[src/rtl/ic_pkg.sv]
// Shared definitions for the 2x2 interconnect: command codes, arbiter states, bus payload.
package ic_pkg;

  localparam int unsigned ADDR_W = 32;
  localparam int unsigned DATA_W = 32;
  localparam int unsigned CNT_W  = 8;

  localparam logic CMD_READ  = 1'b0;
  localparam logic CMD_WRITE = 1'b1;

  // Read data returned to a master whose transaction timed out.
  localparam logic [DATA_W-1:0] ERR_DATA_DEFAULT = 32'hDEAD_BEEF;

  typedef enum logic {
    IDLE = 1'b0,
    BUSY = 1'b1
  } arb_state_t;

  // Request payload forwarded from the granted master to the slave.
  typedef struct packed {
    logic [ADDR_W-1:0] addr;
    logic [DATA_W-1:0] wdata;
    logic              cmd;
  } req_payload_t;

endpackage

[src/rtl/slave_port_arbiter_rr_pick2.sv]
// Two-way round-robin picker: on a tie, the master that did not win last time wins.
module rr_pick2 (
  input  logic [1:0] elig,
  input  logic       last,
  output logic [1:0] pick
);

  // Single requester passes straight through; a tie goes to the other master.
  always_comb begin
    pick = elig;
    if (&elig) begin
      pick = last ? 2'b01 : 2'b10;
    end
  end

endmodule

[src/rtl/slave_port_arbiter.sv]
// Shares one slave port between two masters: address decode, round-robin grant,
// grant held until slave ack or timeout.
module slave_port_arbiter
  import ic_pkg::*;
#(
  parameter int unsigned       SLAVE_ID = 0,
  parameter int unsigned       ADDR_BIT = 31,
  parameter int unsigned       TIMEOUT  = 16,
  parameter logic [DATA_W-1:0] ERR_DATA = ERR_DATA_DEFAULT
) (
  input  logic              clk,
  input  logic              rst,
  input  logic              master_0_req,
  input  logic [ADDR_W-1:0] master_0_addr,
  input  logic [DATA_W-1:0] master_0_wdata,
  input  logic              master_0_cmd,
  output logic [DATA_W-1:0] master_0_rdata,
  output logic              master_0_ack,
  input  logic              master_1_req,
  input  logic [ADDR_W-1:0] master_1_addr,
  input  logic [DATA_W-1:0] master_1_wdata,
  input  logic              master_1_cmd,
  output logic [DATA_W-1:0] master_1_rdata,
  output logic              master_1_ack,
  output logic              slave_req,
  output logic [ADDR_W-1:0] slave_addr,
  output logic [DATA_W-1:0] slave_wdata,
  output logic              slave_cmd,
  input  logic [DATA_W-1:0] slave_rdata,
  input  logic              slave_ack,
  output logic [1:0]        grant,
  output logic [CNT_W-1:0]  timeout_cnt
);

  arb_state_t       state_q, state_d;
  logic [1:0]       grant_q, grant_d;
  logic             last_grant_q, last_grant_d;
  logic [CNT_W-1:0] wait_cnt_q, wait_cnt_d;
  logic [CNT_W-1:0] timeout_cnt_q, timeout_cnt_d;

  logic [1:0]        elig;
  logic [1:0]        pick;
  logic              busy;
  logic              timeout_hit;
  logic              done;
  logic [DATA_W-1:0] rsp_data;
  req_payload_t      pl_0, pl_1, sel_pl;

  // Decode: a master is eligible when it requests and its address selects this slave.
  assign elig[0] = master_0_req && (master_0_addr[ADDR_BIT] == 1'(SLAVE_ID));
  assign elig[1] = master_1_req && (master_1_addr[ADDR_BIT] == 1'(SLAVE_ID));

  rr_pick2 u_pick (
    .elig (elig),
    .last (last_grant_q),
    .pick (pick)
  );

  assign busy        = (state_q == BUSY);
  assign timeout_hit = busy && (wait_cnt_q == CNT_W'(TIMEOUT - 1));
  assign done        = busy && (slave_ack || timeout_hit);
  // A slave ack on the timeout cycle wins over the error completion.
  assign rsp_data    = slave_ack ? slave_rdata : ERR_DATA;

  assign pl_0   = '{addr: master_0_addr, wdata: master_0_wdata, cmd: master_0_cmd};
  assign pl_1   = '{addr: master_1_addr, wdata: master_1_wdata, cmd: master_1_cmd};
  assign sel_pl = grant_q[1] ? pl_1 : pl_0;

  // State, grant and counter registers.
  always_ff @(posedge clk or posedge rst) begin
    if (rst) begin
      state_q       <= IDLE;
      grant_q       <= '0;
      last_grant_q  <= 1'b1;
      wait_cnt_q    <= '0;
      timeout_cnt_q <= '0;
    end else begin
      state_q       <= state_d;
      grant_q       <= grant_d;
      last_grant_q  <= last_grant_d;
      wait_cnt_q    <= wait_cnt_d;
      timeout_cnt_q <= timeout_cnt_d;
    end
  end

  // Next-state: arbitrate in IDLE, hold grant in BUSY until ack or timeout.
  always_comb begin
    state_d       = state_q;
    grant_d       = grant_q;
    last_grant_d  = last_grant_q;
    wait_cnt_d    = wait_cnt_q;
    timeout_cnt_d = timeout_cnt_q;
    unique case (state_q)
      IDLE: begin
        if (|elig) begin
          state_d      = BUSY;
          grant_d      = pick;
          last_grant_d = pick[1];
          wait_cnt_d   = '0;
        end
      end
      BUSY: begin
        wait_cnt_d = wait_cnt_q + CNT_W'(1);
        if (done) begin
          state_d = IDLE;
          grant_d = '0;
        end
        if (timeout_hit && !slave_ack && (timeout_cnt_q != '1)) begin
          timeout_cnt_d = timeout_cnt_q + CNT_W'(1);
        end
      end
    endcase
  end

  // Slave-side forwarding and master-side completion muxing.
  always_comb begin
    slave_req      = busy;
    slave_addr     = '0;
    slave_wdata    = '0;
    slave_cmd      = CMD_READ;
    master_0_ack   = done && grant_q[0];
    master_1_ack   = done && grant_q[1];
    master_0_rdata = '0;
    master_1_rdata = '0;
    if (busy) begin
      slave_addr  = sel_pl.addr;
      slave_wdata = sel_pl.wdata;
      slave_cmd   = sel_pl.cmd;
    end
    if (master_0_ack) begin
      master_0_rdata = rsp_data;
    end
    if (master_1_ack) begin
      master_1_rdata = rsp_data;
    end
  end

  assign grant       = grant_q;
  assign timeout_cnt = timeout_cnt_q;

endmodule

[config.mk]
export PLATFORM = sky130hd
export DESIGN_NAME = slave_port_arbiter
export DESIGN_NICKNAME = d
export VERILOG_FILES = /design/src/rtl/ic_pkg.sv /design/src/rtl/slave_port_arbiter_rr_pick2.sv /design/src/rtl/slave_port_arbiter.sv
export SDC_FILE = /design/constraint.sdc
export NUM_CORES = 1
export LEC_CHECK = 0
export ABC_CLOCK_PERIOD_IN_PS = 6200
export CAP_MARGIN = 20
export CORE_AREA = 10 10 111 113
export CTS_BUF_LIST = sky130_fd_sc_hd__clkbuf_8
export CTS_CLUSTER_DIAMETER = 50
export DETAILED_ROUTE_END_ITERATION = 7
export DIE_AREA = 0 0 121 123
export DONT_BUFFER_PORTS = 1
export PLACE_DENSITY = 0.42
export SETUP_SLACK_MARGIN = 0.05
export SLEW_MARGIN = 20
export SYNTH_ARGS = -nofsm -noshare
export SYNTH_HDL_FRONTEND = slang
export SYNTH_HIERARCHICAL = 1
export SYNTH_SLANG_ARGS = --single-unit
[constraint.sdc]
create_clock -name clk -period 6.2 [get_ports clk]
set_input_delay 0.62 -clock clk [delete_from_list [all_inputs] [get_ports clk]]
set_output_delay 0.62 -clock clk [all_outputs]
set_load 0.02 [all_outputs]
Yosys cells after proc, flatten, opt, wreduce, memory -nomap -nowiden --
Index checks and enable logic that the tools add are counted. Widths: inputs -> output; s select.
Storage, ports and cells: flip-flop bits (word level) 20, input port bits 167, output and inout bits 142, word-level logic and storage cells 46
Cells by class: reductions and logical operators 15, bitwise operators 3, mux-type cells 17, $add $sub $neg 2, equality and inequality tests 4
Operators by type and width (count):
- $mux 32 | 5
- $mux 65 | 1
- $add 8x1->8 const B | 2
- $pmux 8 s2 | 1
- $eq 8x4->1 const B | 1
- $logic_and 1x1->1 | 8
- $mux 2 | 4
- $mux 8 | 1
- $ne 8x8->1 const B | 1
- $reduce_and 2->1 | 4
- $pmux 2 s2 | 1
- $mux 1 | 3
- $not 1->1 | 3
- $ne 2x1->1 const B | 1
- $ne 2x2->1 const B | 1
- $pmux 1 s2 | 1
- $reduce_or 2->1 | 1
- $logic_not 1->1 | 1
- $logic_or 1x1->1 | 1

Longest topological paths before layout --
Gate-level depths: netlist of the first run.
word-level depth 6, gate-level depth with buffers 6, gate-level depth less buffers 5

By module --
The synthesis of the first run kept the hierarchy.
Modules (own cells, without submodules):
- slave_port_arbiter | area each 2503.7 µm², cells an instance 334, seq. area each 501.7 µm², times used 1
- rr_pick2 | area each 18.8 µm², cells an instance 3, seq. area each 0.0 µm², times used 1

Worst setup path before layout of the first run --
OpenSTA, ideal clock, no wires.
path type flip-flop to output port, start point register state_q, in the netlist slave_req, end point output port master_1_rdata[10], slack 3.743 ns, cell stages (with the launch flop) 6, buffers on the path 1, required time 5.580 ns, arrival 1.837 ns, path through dfrtp_1 -> nand4_2 -> o31ai_1 -> nand3_1 -> clkbuf_1 -> nor2_1
Between the ends: cells in the longest elaborated chain, start to end 5
Ends and longest elaborated chain:
- start, declared | RTL line slave_port_arbiter.sv:35 | arb_state_t state_q, state_d;
- start signal, assigned | RTL line slave_port_arbiter.sv:78 | state_q <= state_d;
- $logic_and 1x1->1 | RTL line slave_port_arbiter.sv:60 | assign timeout_hit = busy && (wait_cnt_q == CNT_W'(TIMEOUT - 1));
- $logic_or 1x1->1 | RTL line slave_port_arbiter.sv:61 | assign done = busy && (slave_ack || timeout_hit);
- $logic_and 1x1->1 * | RTL line slave_port_arbiter.sv:61
- $logic_and 1x1->1 * | RTL line slave_port_arbiter.sv:122 | master_1_ack = done && grant_q[1];
- $mux 32 * | RTL line slave_port_arbiter.sv:133 | if (master_1_ack) begin
- end, declared | RTL line slave_port_arbiter.sv:23 | output logic [DATA_W-1:0] master_1_rdata,
Every way passes the cells marked *; elsewhere a longest branch is shown, timed or not.

Worst setup path in the final report of the first run --
start point register wait_cnt_q[5], end point output port master_1_rdata[9]
Between the ends: cells in the longest elaborated chain, start to end 6
Ends and longest elaborated chain:
- start, declared | RTL line slave_port_arbiter.sv:38 | logic [CNT_W-1:0] wait_cnt_q, wait_cnt_d;
- start signal, assigned | RTL line slave_port_arbiter.sv:81 | wait_cnt_q <= wait_cnt_d;
- $eq 8x4->1 | RTL line slave_port_arbiter.sv:60
- $logic_and 1x1->1 | RTL line slave_port_arbiter.sv:60
- $logic_or 1x1->1 | RTL line slave_port_arbiter.sv:61
- $logic_and 1x1->1 | RTL line slave_port_arbiter.sv:61
- $logic_and 1x1->1 | RTL line slave_port_arbiter.sv:122
- $mux 32 | RTL line slave_port_arbiter.sv:133
No other way between the ends.

==> metrics.txt, run 1 <==
Primary FF master, synth dfrtp_1; Hold Path Class in2async; Post-Synth Simple-Gate Area 0.399; Routed WL 11.2 mm; row count 37; 1st-pass router iterations 4; Worst-Margin Slew 892 ps; initial core utilization 0.249; kind of critical path reg2out; commonest non-fill, non-tap cell in the layout nor2_1; Final ANT Viol Nets 0; final hold vios 0; grt ovf 0; Clock Latency Late Sink between 200 and 300 ps; Synth Register Bits 20; post-synthesis mux area share 0.285; clk root buf clkbuf_8; met1 WL 4.03 mm; crit share post-route 0.544; routability cong. around 0.95; warnings from Yosys 6; Final Setup Violations 0; Cell Pwr Density 228 mW/mm2; Clock Skew 3.13 ps; antenna violations before repair 0; Pleak between 1 and 1.5 nW; Die X between 100 and 150 um; Achievable Freq 0.297 GHz; Mean Syn Cell Area 7.48 um2; Layout area overhead 5.95%; met3 wire length 1.14 mm; RSZ-0062 raised after global routing no; 1st-iter DRT viols 115; Min Clock Period, post-route 3370 ps; Synth Net Count 506; Post-Synth XOR/XNOR Area 0.0139; largest net degree at the start of global routing 80; Antenna Cells 0; outcome finished, final reports clean; Compound-Gate Fraction of Synth Area 0.0466; Async SR Flop Fraction 1.00; RR Endpoint timeout_cnt[1]$_DFFE_PP0P_; drt wl/cell about 25 um; Reg clk slew, reported paths 80 ps; TritonCTS clock tree yes; Num CTS Buffers 3; DR WL met2 around 5.9 mm; CP Max Fanout 25; CP Launch Type register; DP Area 0.00262 mm2; most frequent cells in the layout nor2_1 (77), nor2b_1 (68), mux2i_1 (67); share of layout cells above drive strength 1 0.0531; first-pass GRT wire length 15.2 mm; Critical R2R Launch slave_req$_DFF_PP0_; I/O Pins just over 300; H-tree Lvls 1; port buffer count 0; Die Ht 123 um; number of nets in the final layout 490; EDFF count, synth 0; Finished Cell Area 0.00267 mm2; core area 0.0101 mm2; die area 0.0149 mm2; Max Used Layer met4; post-synthesis adder-cell area fraction 0.00992; Rel. slew slack 0.404; clock sinks 20; Syn Inst Count 337; drc violations 0; clk buf depth 2; vias in the first global route 2379; Post-CTS Hold Fix Bufs 0; r2r worst-path depth 5; Reg2Reg Setup Slack 4010 ps; largest family of logic cells by synthesized area simple AND/OR/NAND/NOR gates; peak supply drop 0.000116 V; maxcap violations 0; critical path data required time 5580 ps; sequential area share after synthesis 0.199; Pins Over Slew Limit 0; GRT Resource Usage Total 0.125; post-cts sizing count 0; drt via density 5.13; TNS Setup 0 ps; worst path arrival time 2750 ps; DPL Wire Length about 10 mm; Layout fillers around 1100; Netlist cell types 38; vias around 2300; crit end category primary output; Syn Std Cell Area 0.00252 mm2; Post-CTS Setup Bufs 0
-- power by group --
group	total [mW]	internal, mW	switching (mW)	leakage (nW)
registers	0.169	0.147	0.0221	0.266
clock network	0.100	0.0565	0.0439	0.0288
logic	0.339	0.100	0.239	0.739
total	0.609	0.304	0.305	1.03
-- worst max-delay path by stage --
stage | startpoint | endpoint | cells past startpoint
finish | wait_cnt_q[5]$_DFFE_PP0P_ | master_1_rdata[9] | 4
floorplan | slave_req$_DFF_PP0_ | master_1_rdata[10] | 5
CTS | wait_cnt_q[5]$_DFFE_PP0P_ | master_1_rdata[9] | 4
global route | slave_ack | master_1_rdata[31] | 4
detailed placement | slave_ack | master_1_rdata[9] | 4
global placement | slave_ack | master_0_rdata[10] | 4
-- worst max-delay path, cell delays in order (launching register included) --
cell and delay [ps]:
dfrtp_1 430, or3_1 420, o31ai_1 310, nand3_1 690, nor2_1 630
-- kinds of logic (layout without fill, tap and decap cells) --
kind of cell | count (synthesis) | count (layout)
compound gates | 17 | 17
xor+xnor | 4 | 4
fa+ha+maj | 2 | 2
buf+inv | 29 | 12
flops | 20 | 20
mux | 71 | 71
simple gates | 194 | 194
-- per-stage QoR --
stage	hold WS [ps]	cells	power, mW	setup slack, ps	utilization
6_report	392	456	0.609	2830	0.264
3_5_place_dp	476	452	0.517	2880	0.258
2_1_floorplan	443	337	0.461	3740	-
4_1_cts	419	456	0.617	2840	0.264
3_3_place_gp	474	452	0.516	3010	0.258
5_1_grt	463	456	0.642	2560	0.264
-- flip-flops by register name (all words and copies together), names as in the netlist --
register	flops
grant	2
last_grant_q	1
slave_req	1
timeout_cnt	8
wait_cnt_q	8
-- cell usage after synthesis (2+ instances only) --
| library cell | number | area share |
|---|---|---|
| nor2_1 | 77 | 0.11 |
| nor2b_1 | 68 | 0.17 |
| mux2i_1 | 67 | 0.27 |
| dfrtp_1 | 19 | 0.19 |
| and2_1 | 17 | 0.042 |
| clkbuf_1 | 15 | 0.022 |
| nand2_1 | 7 | 0.010 |
| nand3_1 | 7 | 0.014 |
| buf_1 | 6 | 0.0089 |
| inv_1 | 5 | 0.0074 |
| o21ai_0 | 5 | 0.0099 |
| mux2_2 | 3 | 0.013 |
| nand4_1 | 3 | 0.0074 |
| nor3_1 | 3 | 0.0060 |
| o31ai_1 | 3 | 0.0089 |
| xor2_1 | 3 | 0.010 |
| a21boi_1 | 2 | 0.0060 |
| and3_1 | 2 | 0.0050 |
| ha_1 | 2 | 0.0099 |
| nand2b_1 | 2 | 0.0050 |
| nor4_1 | 2 | 0.0050 |
| o211ai_1 | 2 | 0.0060 |
| o21bai_1 | 2 | 0.0060 |
-- final cells by class --
cell class	instances	area [um2]	area share
Clock buffer	4	55.1	0.0206
Sequential cell	20	507	0.190
Tap cell	136	170	0.0637
Timing Repair Buffer	2	15.0	0.00562
Multi-Input combinational cell	288	1900	0.712
Inverter	6	22.5	0.00843
-- metal layers --
metal | track usage | up-vias
li1 | - | 1086
met1 | 0.138 | 1074
met4 | 0.0317 | 0
met3 | 0.0383 | 8
met5 | 0 | -
met2 | 0.229 | 169
No activity file was read; power rests on OpenSTA's default activity.
==> run 2: changes to the inputs <==
--- a/config.mk
+++ b/config.mk
@@ -5,7 +5,7 @@
 export SDC_FILE = /design/constraint.sdc
 export NUM_CORES = 1
 export LEC_CHECK = 0
-export ABC_CLOCK_PERIOD_IN_PS = 6200
+export ABC_CLOCK_PERIOD_IN_PS = 3400
 export CAP_MARGIN = 20
 export CORE_AREA = 10 10 111 113
 export CTS_BUF_LIST = sky130_fd_sc_hd__clkbuf_8
==> constraint.sdc (replaced) <==
create_clock -name clk -period 3.4 [get_ports clk]
set_input_delay 0.34 -clock clk [delete_from_list [all_inputs] [get_ports clk]]
set_output_delay 0.34 -clock clk [all_outputs]
set_load 0.02 [all_outputs]
==> metrics.txt, run 2 (same netlist as run 1, synthesis figures left out) <==
maxcap violations 0 (unchanged); r2r worst-path depth 4 (-1); post-cts sizing count 0 (unchanged); routability cong. 0.936 (-1.2%); row count 37 (unchanged); Reg clk slew, reported paths 70 ps (about the same); Min Clock Period, post-route 2620 ps; DPL Wire Length 10.3 mm (+5.4%); RR Endpoint timeout_cnt[1]$_DFFE_PP0P_; Final Setup Violations 0 (unchanged); TNS Setup 0 ps (unchanged); critical path data required time 3060 ps (-2520 ps); 1st-iter DRT viols 160 (+39%); Cell Pwr Density 373 mW/mm2 (+64%); final hold vios 0 (unchanged); Achievable Freq 0.381 GHz; crit share post-route 0.771; initial core utilization 0.249 (unchanged); Pins Over Slew Limit 0 (unchanged); Final ANT Viol Nets 0 (unchanged); peak supply drop 0.000158 V (+36%); clock sinks 20 (unchanged); Pleak 1.31 nW (+27%); Rel. slew slack 0.451 (+0.0470); drc violations 0 (unchanged); Post-CTS Hold Fix Bufs 0 (unchanged); I/O Pins 309 (unchanged); hold slack 129 ps (-263 ps); drt wl/cell 23.9 um (-2.9%); Reg2Reg Setup Slack 1090 ps (-2920 ps); worst path arrival time 2280 ps (-470 ps); clk buf depth 2 (unchanged); 1st-pass router iterations 4 (unchanged); vias in the first global route 2580 (+8.4%); H-tree Lvls 1 (unchanged); Clock Latency Late Sink 250 ps (about the same); Num CTS Buffers 3 (unchanged); Antenna Cells 0 (unchanged); Layout fillers 1078 (-1.1%); Clock Skew 1.72 ps (-1.42 ps); CP Launch Type register; Post-CTS Setup Bufs 0 (unchanged); Hold Path Class in2async; Die Ht 123 um (unchanged); first-pass GRT wire length 16.6 mm (+9.3%); clk root buf clkbuf_8; TritonCTS clock tree yes; outcome finished, final reports clean; commonest non-fill, non-tap cell in the layout nor2_1; largest net degree at the start of global routing 51 (-36%); number of nets in the final layout 541 (+10%); drt via density 5.10 (-0.40%); antenna violations before repair 0 (unchanged); port buffer count 0 (unchanged); Worst-Margin Slew 823 ps (-68.9 ps); Die X 121 um (unchanged); vias 2588 (+11%); CP Max Fanout 31 (+24%); most frequent cells in the layout nor2_1 (77), nor2b_1 (68), mux2i_1 (67); share of layout cells above drive strength 1 0.183 (+0.130); Layout area overhead 21.6%; kind of critical path reg2out; Critical R2R Launch slave_req$_DFF_PP0_; crit end category primary output; grt ovf 0 (unchanged); RSZ-0062 raised after global routing no; Routed WL 12.1 mm (+8.0%); die area 0.0149 mm2 (unchanged); GRT Resource Usage Total 0.138 (+0.0128); core area 0.0101 mm2 (unchanged)
==> run 2: changes by cell type in the layout (fill, tap and decap cells not counted) <==
cell    delta
buf_12     +1
buf_4     +50
==> run 2: report_power, final <==
part | total (mW) | switching (mW) | internal, mW
combinational | 0.628 | 0.420 | 0.208
clock | 0.179 | 0.0759 | 0.103
sequential | 0.336 | 0.0680 | 0.268
==> run 2: worst max-delay path, cell delays in order (launching register included) <==
cell     delay (ps)
dfrtp_2         730
nand4_2         260
o31ai_1         380
nand3_1         110
buf_4           240
nor2_1          140
buf_4           150
==> run 2: layout make-up <==
cell class | instances | area [um2] | area share
Multi-Input combinational cell | 288 | 1900 | 0.620
Sequential cell | 20 | 507 | 0.165
Timing Repair Buffer | 53 | 410 | 0.134
Tap cell | 136 | 170 | 0.0555
Clock buffer | 4 | 55.1 | 0.0179
Inverter | 6 | 22.5 | 0.00734
==> run 2: worst max-delay path by stage <==
stage | startpoint | end | slack [ps] | cells past startpoint
after global routing | slave_req$_DFF_PP0_ | master_1_rdata[13] | 500 | 6
after floorplan | slave_req$_DFF_PP0_ | master_1_rdata[10] | 1220 | 5
after global placement | slave_req$_DFF_PP0_ | master_0_rdata[30] | 1080 | 6
after CTS | slave_req$_DFF_PP0_ | master_1_rdata[9] | 760 | 6
final | slave_req$_DFF_PP0_ | master_1_rdata[25] | 780 | 6
after detailed placement | slave_req$_DFF_PP0_ | master_1_rdata[9] | 1050 | 6
==> run 2: metrics by stage <==
stage / total power, mW / std cells / worst slack (ps) / cell area [um2] / util
floorplan: 0.840 / 337 / 1220 / 2520 / -
CTS: 1.17 / 507 / 760 / 3070 / 0.303
finish: 1.14 / 507 / 778 / 3070 / 0.303
global route: 1.21 / 507 / 502 / 3070 / 0.303
global placement: 0.975 / 503 / 1080 / 3010 / 0.297
detailed placement: 0.983 / 503 / 1050 / 3010 / 0.297
==> run 2: per-layer routing <==
| metal | routed length, um | GRT usage | vias to the layer above |
|---|---|---|---|
| met5 | 0 | 0 | - |
| met4 | 179 | 0.0279 | 0 |
| met3 | 1370 | 0.0515 | 12 |
| met2 | 6400 | 0.252 | 179 |
| met1 | 4160 | 0.150 | 1214 |
| li1 | - | - | 1183 |
==> run 3: changes to the inputs <==
--- a/config.mk
+++ b/config.mk
@@ -5,13 +5,13 @@
 export SDC_FILE = /design/constraint.sdc
 export NUM_CORES = 1
 export LEC_CHECK = 0
-export ABC_CLOCK_PERIOD_IN_PS = 3400
+export ABC_CLOCK_PERIOD_IN_PS = 2240
 export CAP_MARGIN = 20
-export CORE_AREA = 10 10 111 113
+export CORE_AREA = 10 10 113 115
 export CTS_BUF_LIST = sky130_fd_sc_hd__clkbuf_8
 export CTS_CLUSTER_DIAMETER = 50
 export DETAILED_ROUTE_END_ITERATION = 7
-export DIE_AREA = 0 0 121 123
+export DIE_AREA = 0 0 123 125
 export DONT_BUFFER_PORTS = 1
 export PLACE_DENSITY = 0.42
 export SETUP_SLACK_MARGIN = 0.05
==> constraint.sdc (replaced) <==
create_clock -name clk -period 2.24 [get_ports clk]
set_input_delay 0.224 -clock clk [delete_from_list [all_inputs] [get_ports clk]]
set_output_delay 0.224 -clock clk [all_outputs]
set_load 0.02 [all_outputs]
==> metrics.txt, run 3 (same netlist as run 1, synthesis figures left out) <==
Pleak 1.42 nW (+8.6%); maxcap violations 0 (unchanged); DPL Wire Length 10.3 mm (+0.77%); Routed WL 12.1 mm (+0.19%); Layout area overhead 31.3%; Achievable Freq 0.469 GHz; Setup WS post-layout 108 ps (-670 ps); largest net degree at the start of global routing 71 (+39%); worst path arrival time 1910 ps (-370 ps); Power, Total 1.84 mW (+61%); number of nets in the final layout 559 (+3.3%); Die Ht 125 um (+1.6%); CP Launch Type register; drt wl/cell 22.9 um (-4.2%); 1st-iter DRT viols 118 (-26%); grt ovf 0 (unchanged); row count 38 (+2.7%); commonest non-fill, non-tap cell in the layout nor2_1; vias 2598 (+0.39%); outcome finished with violations; Num CTS Buffers 3 (unchanged); final hold vios 19 (+19); peak supply drop 0.000221 V (+40%); RSZ-0062 raised after global routing yes; Finished Cell Area 0.00331 mm2 (+7.9%); Rel. slew slack 0.484 (+0.0334); hold slack -8.97 ps (-138 ps); Die X 123 um (+1.7%); most frequent cells in the layout nor2_1 (75), nor2b_1 (68), mux2i_1 (67); initial core utilization 0.238 (-0.0109); Final Setup Violations 0 (unchanged); drt via density 4.90 (-4.0%); Layout Cells excl Fill 530 (+4.5%); critical path data required time 2020 ps (-1040 ps); vias in the first global route 2627 (+1.8%); Cell Pwr Density 557 mW/mm2 (+49%); kind of critical path reg2out; TritonCTS clock tree yes; routability cong. 0.947 (+1.2%); TNS Setup 0 ps (unchanged); failing checks negative hold slack; Hold Path Class in2async; crit end category primary output; DP Area 0.00313 mm2 (+3.8%); Final ANT Viol Nets 0 (unchanged); die area 0.0154 mm2 (+3.3%); pre-CTS setup slack 143 ps (-907 ps); share of layout cells above drive strength 1 0.239 (+0.0558); clk root buf clkbuf_8; crit share post-route 0.952; Layout fillers 1131 (+4.9%); first-pass GRT wire length 16.9 mm (+1.6%); Worst-Margin Slew 773 ps (-50.1 ps); I/O Pins 309 (unchanged); placed cell count 520 (+3.4%); GRT Resource Usage Total 0.138 (+0.000370); port buffer count 0 (unchanged); antenna violations before repair 1 (+1); Pins Over Slew Limit 0 (unchanged); clock sinks 20 (unchanged); clk buf depth 2 (unchanged); Final Util 0.312 (+0.00965); 1st-pass router iterations 5 (+1); drc violations 0 (unchanged); Clock Latency Late Sink 260 ps (about the same); Reg clk slew, reported paths 70 ps (about the same); core area 0.0106 mm2 (+4.6%); Min Clock Period, post-route between 2000 and 2500 ps; CP Max Fanout 25 (-19%); Clock Skew 1.65 ps (-0.0634 ps); H-tree Lvls 1 (unchanged)
-- run 3: cell type report --
cell class	count	area, um2	share of cell area
Antenna cell	1	2.50	0.000756
Tap cell	140	175	0.0529
Multi-Input combinational cell	288	1960	0.591
Inverter	6	22.5	0.00680
Timing Repair Buffer	71	591	0.178
Clock buffer	4	55.1	0.0166
Sequential cell	20	507	0.153
-- run 3: critical path, stage by stage (launching register included) --
cell	delay (ps)
dfrtp_1	400
or3_4	390
o31ai_4	260
nand3_2	140
buf_12	180
nor2_1	120
buf_4	150
-- run 3: layer usage --
layer  track usage  up-vias  wire [um]  part of all wire
met3        0.0540       14       1430              0.12
met1         0.143     1188       4270              0.35
met2         0.255      169       6280              0.52
met4        0.0302        0        157             0.013
li1              -     1227          -                 -
met5             0        -          0                 0
-- run 3: path summary, 6_finish.rpt --
| check | from | end | slack, ps | cells past startpoint |
|---|---|---|---|---|
| hold reg to reg | wait_cnt_q[7]$_DFFE_PP0P_ | wait_cnt_q[7]$_DFFE_PP0P_ | 490 | 1 |
| setup / recovery | wait_cnt_q[6]$_DFFE_PP0P_ | master_1_rdata[1] | 110 | 6 |
| setup reg to reg | wait_cnt_q[6]$_DFFE_PP0P_ | timeout_cnt[1]$_DFFE_PP0P_ | 210 | 4 |
| hold / removal | rst | grant[1]$_DFFE_PP0P_ | -9 | 1 |
| min in group clk | master_0_addr[31] | grant[0]$_DFFE_PP0P_ | 350 | 4 |
| max in group asynchronous | rst | grant[1]$_DFFE_PP0P_ | 1690 | 1 |
-- run 3: where the power goes --
part / total, mW / leakage [nW] / internal [mW] / switching, mW
sequential: 0.482 / 0.266 / 0.408 / 0.0740
clock: 0.273 / 0.0288 / 0.156 / 0.117
combinational: 1.09 / 1.13 / 0.398 / 0.691
-- run 3: repair_timing --
item,CTS,global route
setup endpoints to repair,64,63
buffers inserted,1,4
pin swaps,1,1
resized for setup,11,8
hold buffers,0,0
cloned,0,0
==> RTL change (config.mk and constraints of run 2) <==
Set the package constant `ADDR_W` to 36 (it was 32).
--- a/src/rtl/ic_pkg.sv
+++ b/src/rtl/ic_pkg.sv
@@ -1,7 +1,7 @@
 // Shared definitions for the 2x2 interconnect: command codes, arbiter states, bus payload.
 package ic_pkg;
 
-  localparam int unsigned ADDR_W = 32;
+  localparam int unsigned ADDR_W = 36;
   localparam int unsigned DATA_W = 32;
   localparam int unsigned CNT_W  = 8;
 
Ports: changed (resized master_0_addr, master_1_addr and slave_addr); port bits go from 309 to 321. The function was not compared with the original's and may differ.
==> RTL change against run 2 <==
Worst setup slack better by 0.085 ns. Total power is 0.92% higher. Sequential cell count stayed put. Final area is 2.2% higher. Area after synthesis is 2.7% higher. Wire length is 1.2% lower. Combinational power is 4.3% higher. Via count is 2.7% higher. Critical path type unchanged. Critical endpoint is now master_1_rdata[11]. Largest power group unchanged.
==> RTL change: results (changes against run 2) <==
outcome=finished, final reports clean (unchanged); global-route wire length before repair=16.2 mm (was 16.6 mm); Total GRT Usage=0.133 (was 0.138); hold slack=0.0996 ns (was 0.129 ns); layout cells sized above 1=0.178 (was 0.183); Reg2Reg Depth=5 (was 4); Avg Vias per Cell=5.14 (was 5.10); Layout Skew=0.00173 ns (was 0.00172 ns); WP data arrival=2.20 ns (was 2.28 ns); Syn Area/Cell=7.49 um^2 (was 7.48 um^2); Mapped Nets=523 (was 506); Worst path max stage delay=0.38 ns (was 0.73 ns); Peak VDD IR=0.152 mV (was 0.158 mV); Multi-input gate area=1980 um^2 (was 1900 um^2); setup_tns=0 ns (unchanged); Max Freq=394 MHz (was 381 MHz); dpl hpwl=10.3 mm (about the same); Area after DPL=3080 um^2 (was 3010 um^2); drt initial violations=98 (was 160); number of global-route vias before repair=2,720 (was 2,580); Worst Setup SP=wait_cnt_q[0]$_DFFE_PP0P_ (was slave_req$_DFF_PP0_); Critical R2R Launch=slave_req$_DFF_PP0_ (unchanged); Lkg Pwr=1.32 nW (was 1.31 nW); WL met3=1.44 mm (was 1.37 mm); Wirelength per Cell=23.2 um (was 23.9 um); met2 wire length=6.03 mm (was 6.40 mm); CP Max Fanout=25 (was 31); Final Net Count=559 (was 541); CP max-delay cell=dfrtp_1 (was dfrtp_2); Placement Setup Slack=1.16 ns (was 1.05 ns); number of port buffers=0 (unchanged); Clock Tree Root=clkbuf_8 (unchanged); Antenna Cells=0 (unchanged); Synth top cells by count=nor2_1 (77), nor2b_1 (72), mux2i_1 (71), dfrtp_1 (19), and2_1 (17) (was nor2_1 (77), nor2b_1 (68), mux2i_1 (67), dfrtp_1 (19), and2_1 (17)); sequential element share of the synthesized area=0.194 (was 0.199); largest net degree at the start of global routing=84 (was 51); Fillers=1,068 (was 1,078); Layout Cells excl Fill=517 (was 507); flop-to-flop setup slack=1.26 ns (was 1.09 ns); Synth area leaders=mux2i_1 (27%), dfrtp_1 (18%), nor2b_1 (17%) (was mux2i_1 (27%), dfrtp_1 (19%), nor2b_1 (17%)); Placed Cells incl. Taps=513 (was 503); RePlAce Congestion=0.900 (was 0.936); CP top delay family=simple AND/OR/NAND/NOR gates (was flip-flops); Least-Margin Pin Slew=0.748 ns (was 0.823 ns); library cells used by synthesis=34 (was 38); Met1 Routed Length=4.42 mm (was 4.16 mm)
RTL change: cell types whose count changed in the layout (fill, tap and decap cells not counted), sizes merged, moves of 2 or more:
cell / before / now
mux2i: 67 / 71
nand3: 7 / 9
xor2: 3 / 0
nor2b: 68 / 72
nor3: 3 / 1
a21oi: 0 / 4
xnor2: 1 / 4
and3: 2 / 5
RTL change: worst reg2reg max path, cell delays in order (launching register included):
cell and delay, ns:
dfrtp_2 0.36, buf_4 0.53, nand2b_1 0.20, nor4_4 0.42, nand2_1 0.18, mux2_1 0.34
RTL change: per-layer routing:
layer | vias to the layer above | global-route usage
met5 | - | 0
met4 | 0 | 0.0196
li1 | 1219 | -
met1 | 1203 | 0.149
met2 | 233 | 0.240
met3 | 4 | 0.0520
RTL change: cells by family after synthesis:
group                    count (synthesis)  synth area share
XOR/XNOR                                 4            0.0135
AND/OR/NAND/NOR                        199             0.404
buffers and inverters                   28            0.0420
AO/OA/AOI/OAI                           18            0.0459
multiplexers                            75             0.292
adder cells (fa/ha/maj)                  2           0.00966
flip-flops                              20             0.194
RTL change: how the worst max path moves through the flow:
stage	end	cells after the start
4_1_cts	master_1_rdata[11]	7
6_report	master_1_rdata[11]	7
3_5_place_dp	master_1_rdata[11]	7
2_1_floorplan	master_0_rdata[18]	6
5_1_grt	master_1_rdata[30]	7
3_3_place_gp	master_1_rdata[11]	7
RTL change: area by class of cell:
cell class,count,area share
Inverter,5,0.00598
Sequential cell,20,0.162
Multi-Input combinational cell,298,0.631
Clock buffer,4,0.0176
Tap cell,136,0.0542
Timing Repair Buffer,54,0.129
RTL change: power by group:
group          leakage (nW)  internal [mW]  total, mW  switching [mW]
Sequential            0.266          0.269      0.322          0.0531
Clock                0.0288          0.103      0.177          0.0739
Combinational          1.02          0.215      0.655           0.440
Total                  1.32          0.587       1.15           0.567
